## src/rtl/tx_sym_scheduler.sv

```systemverilog
// tx_sym_scheduler
// Turns a queue of 4-ASK symbol indices into a zero-stuffed sample stream for a
// 21-tap pulse-shaping filter. One symbol is emitted every OSR sample strobes,
// with OSR-1 zeros stuffed between symbols. A stop request lets the current
// symbol finish, then FLUSH_LEN zero samples drain the filter.
//
// Parameters:
//   OSR        samples per symbol (2..16)
//   FLUSH_LEN  zero samples emitted in FLUSH (entry strobe included)
//   FIFO_DEPTH symbol FIFO entries, power of two, at least 2
//
// Ports:
//   clk, reset        single clock, synchronous active-high reset
//   start, stop       one-cycle request pulses
//   sym_in/sym_valid  symbol push side; sym_ready = FIFO not full
//   samp_en           sample-rate strobe
//   x_out/x_valid     registered signed 1s17 sample and its strobe
//   busy              high in RUN or FLUSH
//   underrun_cnt      saturating count of symbol slots that found the FIFO empty
//
// Optional feature (macro TX_SCHED_IMPULSE_EN): adds input impulse_req. A request
// in IDLE emits a single full-scale sample on the next strobe, then a flush.
module tx_sym_scheduler #(
   parameter int OSR        = 4,
   parameter int FLUSH_LEN  = 21,
   parameter int FIFO_DEPTH = 4
) (
   input  logic        clk,
   input  logic        reset,
   input  logic        start,
   input  logic        stop,
   input  logic [1:0]  sym_in,
   input  logic        sym_valid,
   output logic        sym_ready,
   input  logic        samp_en,
   output logic [17:0] x_out,
   output logic        x_valid,
   output logic        busy,
   output logic [7:0]  underrun_cnt
`ifdef TX_SCHED_IMPULSE_EN
   ,
   input  logic        impulse_req
`endif
);

   localparam int PW = $clog2(OSR);
   localparam int AW = $clog2(FIFO_DEPTH);
   localparam int FW = $clog2(FLUSH_LEN + 1);

   typedef enum logic [1:0] {IDLE, RUN, FLUSH} state_t;

   state_t          state_q, state_d;
   logic [PW-1:0]   phase_q, phase_d;
   logic            stop_q, stop_d;
   logic [FW-1:0]   flush_q, flush_d;
   logic [17:0]     x_out_q, x_out_d;
   logic            x_valid_q, x_valid_d;
   logic [7:0]      underrun_q, underrun_d;
   logic [AW:0]     wr_ptr_q, wr_ptr_d;
   logic [AW:0]     rd_ptr_q, rd_ptr_d;
   logic [1:0]      fifo_mem_q [FIFO_DEPTH];
   logic [1:0]      head_sym;
   logic [17:0]     head_level;
   logic            fifo_full, fifo_empty, push, pop;
`ifdef TX_SCHED_IMPULSE_EN
   logic            impulse_q, impulse_d;
`endif

   // Pointers carry one extra wrap bit so full and empty can be told apart.
   assign fifo_empty = (wr_ptr_q == rd_ptr_q);
   assign fifo_full  = (wr_ptr_q[AW] != rd_ptr_q[AW]) &&
                       (wr_ptr_q[AW-1:0] == rd_ptr_q[AW-1:0]);
   assign sym_ready  = !fifo_full;
   assign push       = sym_valid && !fifo_full;
   assign head_sym   = fifo_mem_q[rd_ptr_q[AW-1:0]];

   // 4-ASK level table in 1s17: -1, -1/3, +1/3, +1 (full scale).
   always_comb begin
      head_level = 18'h00000;
      case (head_sym)
         2'd0: head_level = 18'h20000;
         2'd1: head_level = 18'h35556;
         2'd2: head_level = 18'h0AAAA;
         2'd3: head_level = 18'h1FFFF;
         default: head_level = 18'h00000;
      endcase
   end

   // Next-state logic. A phase-0 slot reads fifo_empty from the registered
   // pointers, so a push on the same edge cannot fill that slot.
   always_comb begin
      state_d    = state_q;
      phase_d    = phase_q;
      stop_d     = stop_q;
      flush_d    = flush_q;
      x_out_d    = x_out_q;
      x_valid_d  = 1'b0;
      underrun_d = underrun_q;
      pop        = 1'b0;
`ifdef TX_SCHED_IMPULSE_EN
      impulse_d  = impulse_q;
`endif
      case (state_q)
         IDLE: begin
            x_out_d = 18'h00000;
            if (start) begin
               state_d = RUN;
               phase_d = '0;
               stop_d  = 1'b0;
`ifdef TX_SCHED_IMPULSE_EN
               impulse_d = 1'b0;
            end else if (impulse_q && samp_en) begin
               x_out_d   = 18'h1FFFF;
               x_valid_d = 1'b1;
               impulse_d = 1'b0;
               state_d   = FLUSH;
               flush_d   = '0;
            end else if (impulse_req) begin
               impulse_d = 1'b1;
`endif
            end
         end
         RUN: begin
            if (stop) begin
               stop_d = 1'b1;
            end
            if (samp_en) begin
               x_valid_d = 1'b1;
               x_out_d   = 18'h00000;
               phase_d   = (phase_q == PW'(OSR - 1)) ? '0 : phase_q + 1'b1;
               if (phase_q == '0) begin
                  if (stop_q) begin
                     stop_d = 1'b0;
                     if (FLUSH_LEN > 1) begin
                        state_d = FLUSH;
                        flush_d = FW'(1);
                     end else begin
                        state_d = IDLE;
                     end
                  end else if (!fifo_empty) begin
                     pop     = 1'b1;
                     x_out_d = head_level;
                  end else if (underrun_q != 8'hFF) begin
                     underrun_d = underrun_q + 8'd1;
                  end
               end
            end
         end
         FLUSH: begin
            if (samp_en) begin
               x_valid_d = 1'b1;
               x_out_d   = 18'h00000;
               if (flush_q == FW'(FLUSH_LEN - 1)) begin
                  state_d = IDLE;
               end else begin
                  flush_d = flush_q + 1'b1;
               end
            end
         end
         default: state_d = IDLE;
      endcase
      wr_ptr_d = wr_ptr_q + {{AW{1'b0}}, push};
      rd_ptr_d = rd_ptr_q + {{AW{1'b0}}, pop};
   end

   // State and pointer registers; reset wins over every other input.
   always_ff @(posedge clk) begin
      if (reset) begin
         state_q    <= IDLE;
         phase_q    <= '0;
         stop_q     <= 1'b0;
         flush_q    <= '0;
         x_out_q    <= 18'h00000;
         x_valid_q  <= 1'b0;
         underrun_q <= 8'd0;
         wr_ptr_q   <= '0;
         rd_ptr_q   <= '0;
`ifdef TX_SCHED_IMPULSE_EN
         impulse_q  <= 1'b0;
`endif
      end else begin
         state_q    <= state_d;
         phase_q    <= phase_d;
         stop_q     <= stop_d;
         flush_q    <= flush_d;
         x_out_q    <= x_out_d;
         x_valid_q  <= x_valid_d;
         underrun_q <= underrun_d;
         wr_ptr_q   <= wr_ptr_d;
         rd_ptr_q   <= rd_ptr_d;
`ifdef TX_SCHED_IMPULSE_EN
         impulse_q  <= impulse_d;
`endif
      end
   end

   // Storage needs no reset: emptiness is decided by the pointers alone.
   always_ff @(posedge clk) begin
      if (push) begin
         fifo_mem_q[wr_ptr_q[AW-1:0]] <= sym_in;
      end
   end

   assign x_out        = x_out_q;
   assign x_valid      = x_valid_q;
   assign busy         = (state_q != IDLE);
   assign underrun_cnt = underrun_q;

endmodule

```

## config.mk

```make
export PLATFORM = sky130hd
export DESIGN_NAME = tx_sym_scheduler
export DESIGN_NICKNAME = d
export VERILOG_FILES = /design/src/rtl/tx_sym_scheduler.sv
export SDC_FILE = /design/constraint.sdc
export NUM_CORES = 1
export LEC_CHECK = 0
export BUFFER_PORTS_ARGS = -buffer_cell sky130_fd_sc_hd__buf_2
export CORE_ASPECT_RATIO = 1.75
export CORE_UTILIZATION = 31
export DETAILED_ROUTE_END_ITERATION = 8
export PLACE_DENSITY = 0.6
export SETUP_SLACK_MARGIN = 0.5
export SYNTH_ARGS = -nofsm -noshare
export SYNTH_HDL_FRONTEND = slang
export SYNTH_SLANG_ARGS = --single-unit
export TNS_END_PERCENT = 50
```

## constraint.sdc

```tcl
create_clock -name clk -period 3.5 [get_ports clk]
set_input_delay 0.35 -clock clk [delete_from_list [all_inputs] [get_ports clk]]
set_output_delay 0.35 -clock clk [all_outputs]
set_load 0.03 [all_outputs]
```

# Word level (Yosys, flattened, before mapping)
# Memory sizes are Yosys's and may differ from the RTL's. A register that Yosys moved wholly into a read port is not among the register bits.
# Cells that the tools add are included.
classes:
  add_sub_neg: 5
  n_eq_ne: 18
  mux: 39
  bitwise_logic: 2
  n_reduce_logical: 18
ops:
  columns: ["cell", "count"]
  rows:
  - ["18-bit 2-to-1 mux", 5]
  - ["18-bit case mux with 4 select lines", 1]
  - ["18-bit case mux with 3 select lines", 1]
  - ["5-bit 2-to-1 mux", 5]
  - ["2-bit 2-to-1 mux", 10]
  - ["6-bit AND reduction", 3]
  - ["2-bit != test, second input constant", 7]
  - ["1-bit 2-to-1 mux", 13]
  - ["5-bit case mux with 2 select lines", 1]
  - ["8-bit by 1-bit adder with 8-bit output, second input constant", 1]
  - ["2-bit equality test, second input constant", 4]
  - ["8-bit != test, second input constant", 1]
  - ["3-bit by 1-bit adder with 3-bit output", 2]
  - ["2-bit zero test", 3]
  - ["2-bit case mux with 3 select lines", 1]
  - ["3-bit AND reduction", 2]
  - ["2-bit nonzero test", 3]
  - ["5-bit by 1-bit adder with 5-bit output, second input constant", 1]
  - ["5-bit equality test, second input constant", 1]
  - ["2-bit by 1-bit equality test with 1-bit output, second input constant", 2]
  - ["2-bit case mux with 2 select lines", 1]
  - ["2-bit OR reduction", 2]
  - ["3-bit equality test", 1]
  - ["3-bit nonzero test", 1]
  - ["other kinds (8)", 10]
word_totals:
  reg_bits: 43
  ram_bits: 8
  input_bits: 8
  output_inout_bits: 29
  wordCells: 92
  memories: 1
mem_list:
  columns: ["memory", "depth", "width", "rd", "rd_clocked_by_memory_dff", "wr", "line", "source"]
  rows:
  - ["fifo_mem_q", 4, 2, 1, 1, 1, "61", "logic [1:0] fifo_mem_q [FIFO_DEPTH];"]

# Logic depth before layout (Yosys ltp)
depth:
  word_depth: 8
  depth_mapped: 9
  depth_no_buf: 8

# Worst setup path after synthesis
# Ideal clock, no wire load.
synth_timing:
  path_type: "register -> register"
  startpoint: "register state_q[1]"
  endpoint: "register state_q[1]"
  setup_time_ns: 0.128
  arrival_ns: 1.630
  required_ns: 3.372
  slack_ns: 1.743
  path_stages_with_launch: 8
  n_path_buf: 1
  synth_period_minus_slack_ns: 1.757
  path_cell_list: "dfxtp_1 inv_1 ha_1 buf_2 o21ba_1 a2111oi_1 mux2i_1 nor2_1"
synth_between:
  elab_cells_between_ends: 11
  cone_classes: "eq/ne: 8; mux: 1; reduce/logical: 2"
synth_rtl:
  columns: ["item", "line", "source"]
  rows:
  - ["start: declaration", "52", "state_t state_q, state_d;"]
  - ["start signal: assignment", "182", "state_q <= state_d;"]
  - ["2-bit equality test, or another cell as far along", "103", "case (state_q)"]
  - ["2-bit case mux with 3 select lines *", "103", null]
  - ["named net state_d[1]", "52", null]
# The timed path passes the listed nets; every way through them passes the cells marked *.
# A chain may end at the register's enable or synchronous reset.

# Worst setup path in the final report
layout_timing:
  startpoint: "register state_q[1]"
  endpoint: "register underrun_q[5], in the netlist underrun_cnt[5]"
layout_between:
  elab_chain_cells: 2
layout_lines:
  columns: ["item", "line", "source"]
  rows:
  - ["2-bit by 1-bit equality test with 1-bit output", "103", null]
  - ["6-bit AND reduction (no source line)", null, null]
  - ["end signal: assignment", "188", "underrun_q <= underrun_d;"]
  - ["end: declaration", "58", "logic [7:0] underrun_q, underrun_d;"]
# No other way between the ends.

==> impl_metrics.toml <==
[synthesis]
synth_nets = 216
synth.most_common_cell = "dfxtp_1"
ys_warn_count = 0
synthArstFlopShare = 0
ys_seq_area_frac = 0.424
synth_common_cells = "30 x dfxtp_1, 15 x nor2_1, 14 x a21oi_1"
synthTopCellsByArea = "dfxtp_1 30%, edfxtp_1 12%, ha_1 8.2%"
syn_area_per_cell_sq_um = 10.2
yosysUniqueCellTypes = 51
yosysTopAreaCell = "dfxtp_1"
synth_edf_count = 8
synth_seq_cells = 38
synth_ff_type = "dfxtp_1"
synth_area_sq_um = 1980
synth_top_area_frac = 0.303
synth_cells = 195

[pwr]
cellPowerDensity_nw_per_um2 = 546
p_clk_frac = 0.315
p_leak_nw = 0.902
ir_drop_uv = 279
seq_power_share = 0.417
combPwrFrac = 0.268
internal_power_uw = 841
p_sw_frac = 0.318
p_sw_uw = 393

[sta]
rsz0062_at_grt = "false"
max_freq_ghz = 0.460
fin_ws_ns = 1.33
tns_ns = 0
finalSetupViolCount = 0
hold_viol_final = 0
period_needed_ns = 2.17
min_period_over_period = 0.621
worstMarginPinSlew_ns = 0.652
fin_worst_skew_ns = 0.00266
drv_slew = 0
max_slew_margin = 0.564

[setup_path]
start_kind = "flop"
max_stage_delay_ns = 0.59
end_kind = "flop"
cp.arrival_ns = 2.40
slowest_stage = "or4_1"
cp.required_ns = 3.73
crit_path_max_fanout = 16
critPathKind = "reg -> reg"
path_buf_inv = 1
critical-path-top-delay-family = "simple AND/OR/NAND/NOR gates"
crit_path_cell_trace = "inv_1, ha_1, and4b_1, nand4_2, or4_1, a21oi_1"

[global_route]
grt_usage = 0.122
grt_max_degree = 26
grt_overflow = 0
grt_pass1_vias = 1347
grt_antenna_before_repair = 0
grt_pass1_wl_microns = 6110

[detailed_routing]
drtPass1Iterations = 4
vias = 1458
wl_per_cell_microns = 12.4
drt_wl_total_microns = 3740
drt_iter0_drc = 43
via_per_inst = 4.84
ant_nets = 0
drc_errors = 0

[layout]
finalInstanceArea_sq_um = 2260
drive_above_1_share = 0.240
fillCellCount = 670
areaGrowthSynthToFinish_pct = 14.0
fin_nets = 241
n_antenna_cell = 0

[floorplan]
initial_utilization = 0.321
io_pins = 37
core_sq_um = 6180
num_rows = 38
die_h_microns = 108
die_area_sq_um = 6730
die-width_microns = 62.4

[clocking]
clock_latency_ns = 0.30
numCtsBuffers = 5
tritoncts = "yes"
ctsResizeCount = 0
post-cts-setup-buffer-count = 0
cts_max_path_buffers = 2
hold_buffers = 0
h-tree-depth = 2
clk_pin_slew_ns = 0.07
clockRootBuffer = "clkbuf_8"
numClockSinks = 38

[place]
gp_congestion = 0.752
pre_cts_ws_ns = 1.35
placed_cell_area_sq_um = 2140
port_buffers = 36
dp_hpwl_microns = 2820

[run]
maxCapViolCount = 0

[hold_path]
hold_class = "in -> reg"

[outcome]
status = "completed"
-- final timing paths --
| kind | start | end | slack [ns] | depth (start not counted) |
|---|---|---|---|---|
| worst max-delay path | state_q[1]$_SDFFE_PP0P_ | underrun_cnt[5]$_SDFFE_PP0P_ | 1.33 | 6 |
| worst min-delay path | sym_in[0] | fifo_mem_q[1][0]$_DFFE_PP_ | 0.28 | 1 |
| worst max register to register | state_q[1]$_SDFFE_PP0P_ | underrun_cnt[5]$_SDFFE_PP0P_ | 1.33 | 6 |
| worst min register to register | x_out[17]$_SDFFE_PP0P_ | x_out[17]$_SDFFE_PP0P_ | 0.46 | 1 |
-- area by class of cell --
cell class	instances	area [sq um]	share of cell area
clock inverter	1	30.0	0.0133
sequential	38	841	0.372
multi-input combinational	126	973	0.431
timing repair buffer	36	180	0.0797
tap	80	100	0.0443
inverter	13	48.8	0.0216
clock buffer	7	86.3	0.0382
-- routing by layer --
| metal | vias to the layer above | GRT usage | part of all wire |
|---|---|---|---|
| li1 | 743 | - | - |
| met1 | 691 | 0.104 | 0.38 |
| met2 | 18 | 0.238 | 0.57 |
| met3 | 6 | 0.0265 | 0.020 |
| met4 | 0 | 0.0880 | 0.030 |
| met5 | - | 0 | 0 |
-- registers in the layout (all words and copies together), names as in the netlist --
register	cells
flush_q	5
underrun_cnt	8
state_q	2
rd_ptr_q	3
phase_q	2
fifo_mem_q	8
x_out	5
x_valid	1
stop_q	1
wr_ptr_q	3
-- cell usage in the layout (no fill, tap or decap), drive strengths merged, types with 3 or more instances in the layout --
master  count
dfxtp      30
nor2b       5
o21ai       5
a21oi      14
or4         5
mux2i       3
buf        36
clkbuf      7
xnor2       6
nand3       7
o31ai       4
a211oi      3
nand4       6
inv        13
ha         13
edfxtp      8
nand2       5
nor2       15
-- per-stage QoR --
| step | hold WS [ns] | instances | util | power (mW) |
|---|---|---|---|---|
| 6_report | 0.277 | 301 | 0.366 | 1.23 |
| 5_1_grt | 0.276 | 301 | 0.366 | 1.31 |
| 4_1_cts | 0.269 | 301 | 0.366 | 1.25 |
| 3_5_place_dp | 0.448 | 293 | 0.347 | 0.858 |
| 3_3_place_gp | 0.458 | 293 | 0.347 | 0.854 |
| 2_1_floorplan | 0.422 | 195 | - | 0.786 |
-- power by group through the flow --
stage	clock network [mW]	logic (mW)	registers [mW]
after floorplan	0	0.256	0.530
after global placement	0	0.332	0.522
after detailed placement	0	0.333	0.525
after CTS	0.403	0.335	0.515
after global routing	0.416	0.372	0.521
final	0.389	0.330	0.515
-- logic make-up after synthesis --
group | Yosys count | synth area share
and+or+nand+nor | 58 | 0.166
adders and majority gates | 13 | 0.0821
DFF | 38 | 0.424
xor gates and xnor gates | 6 | 0.0436
muxes | 7 | 0.0492
buffers and inverters | 31 | 0.0846
AOI/OAI and AO/OA | 42 | 0.150
(Power assumes the default switching activity.)
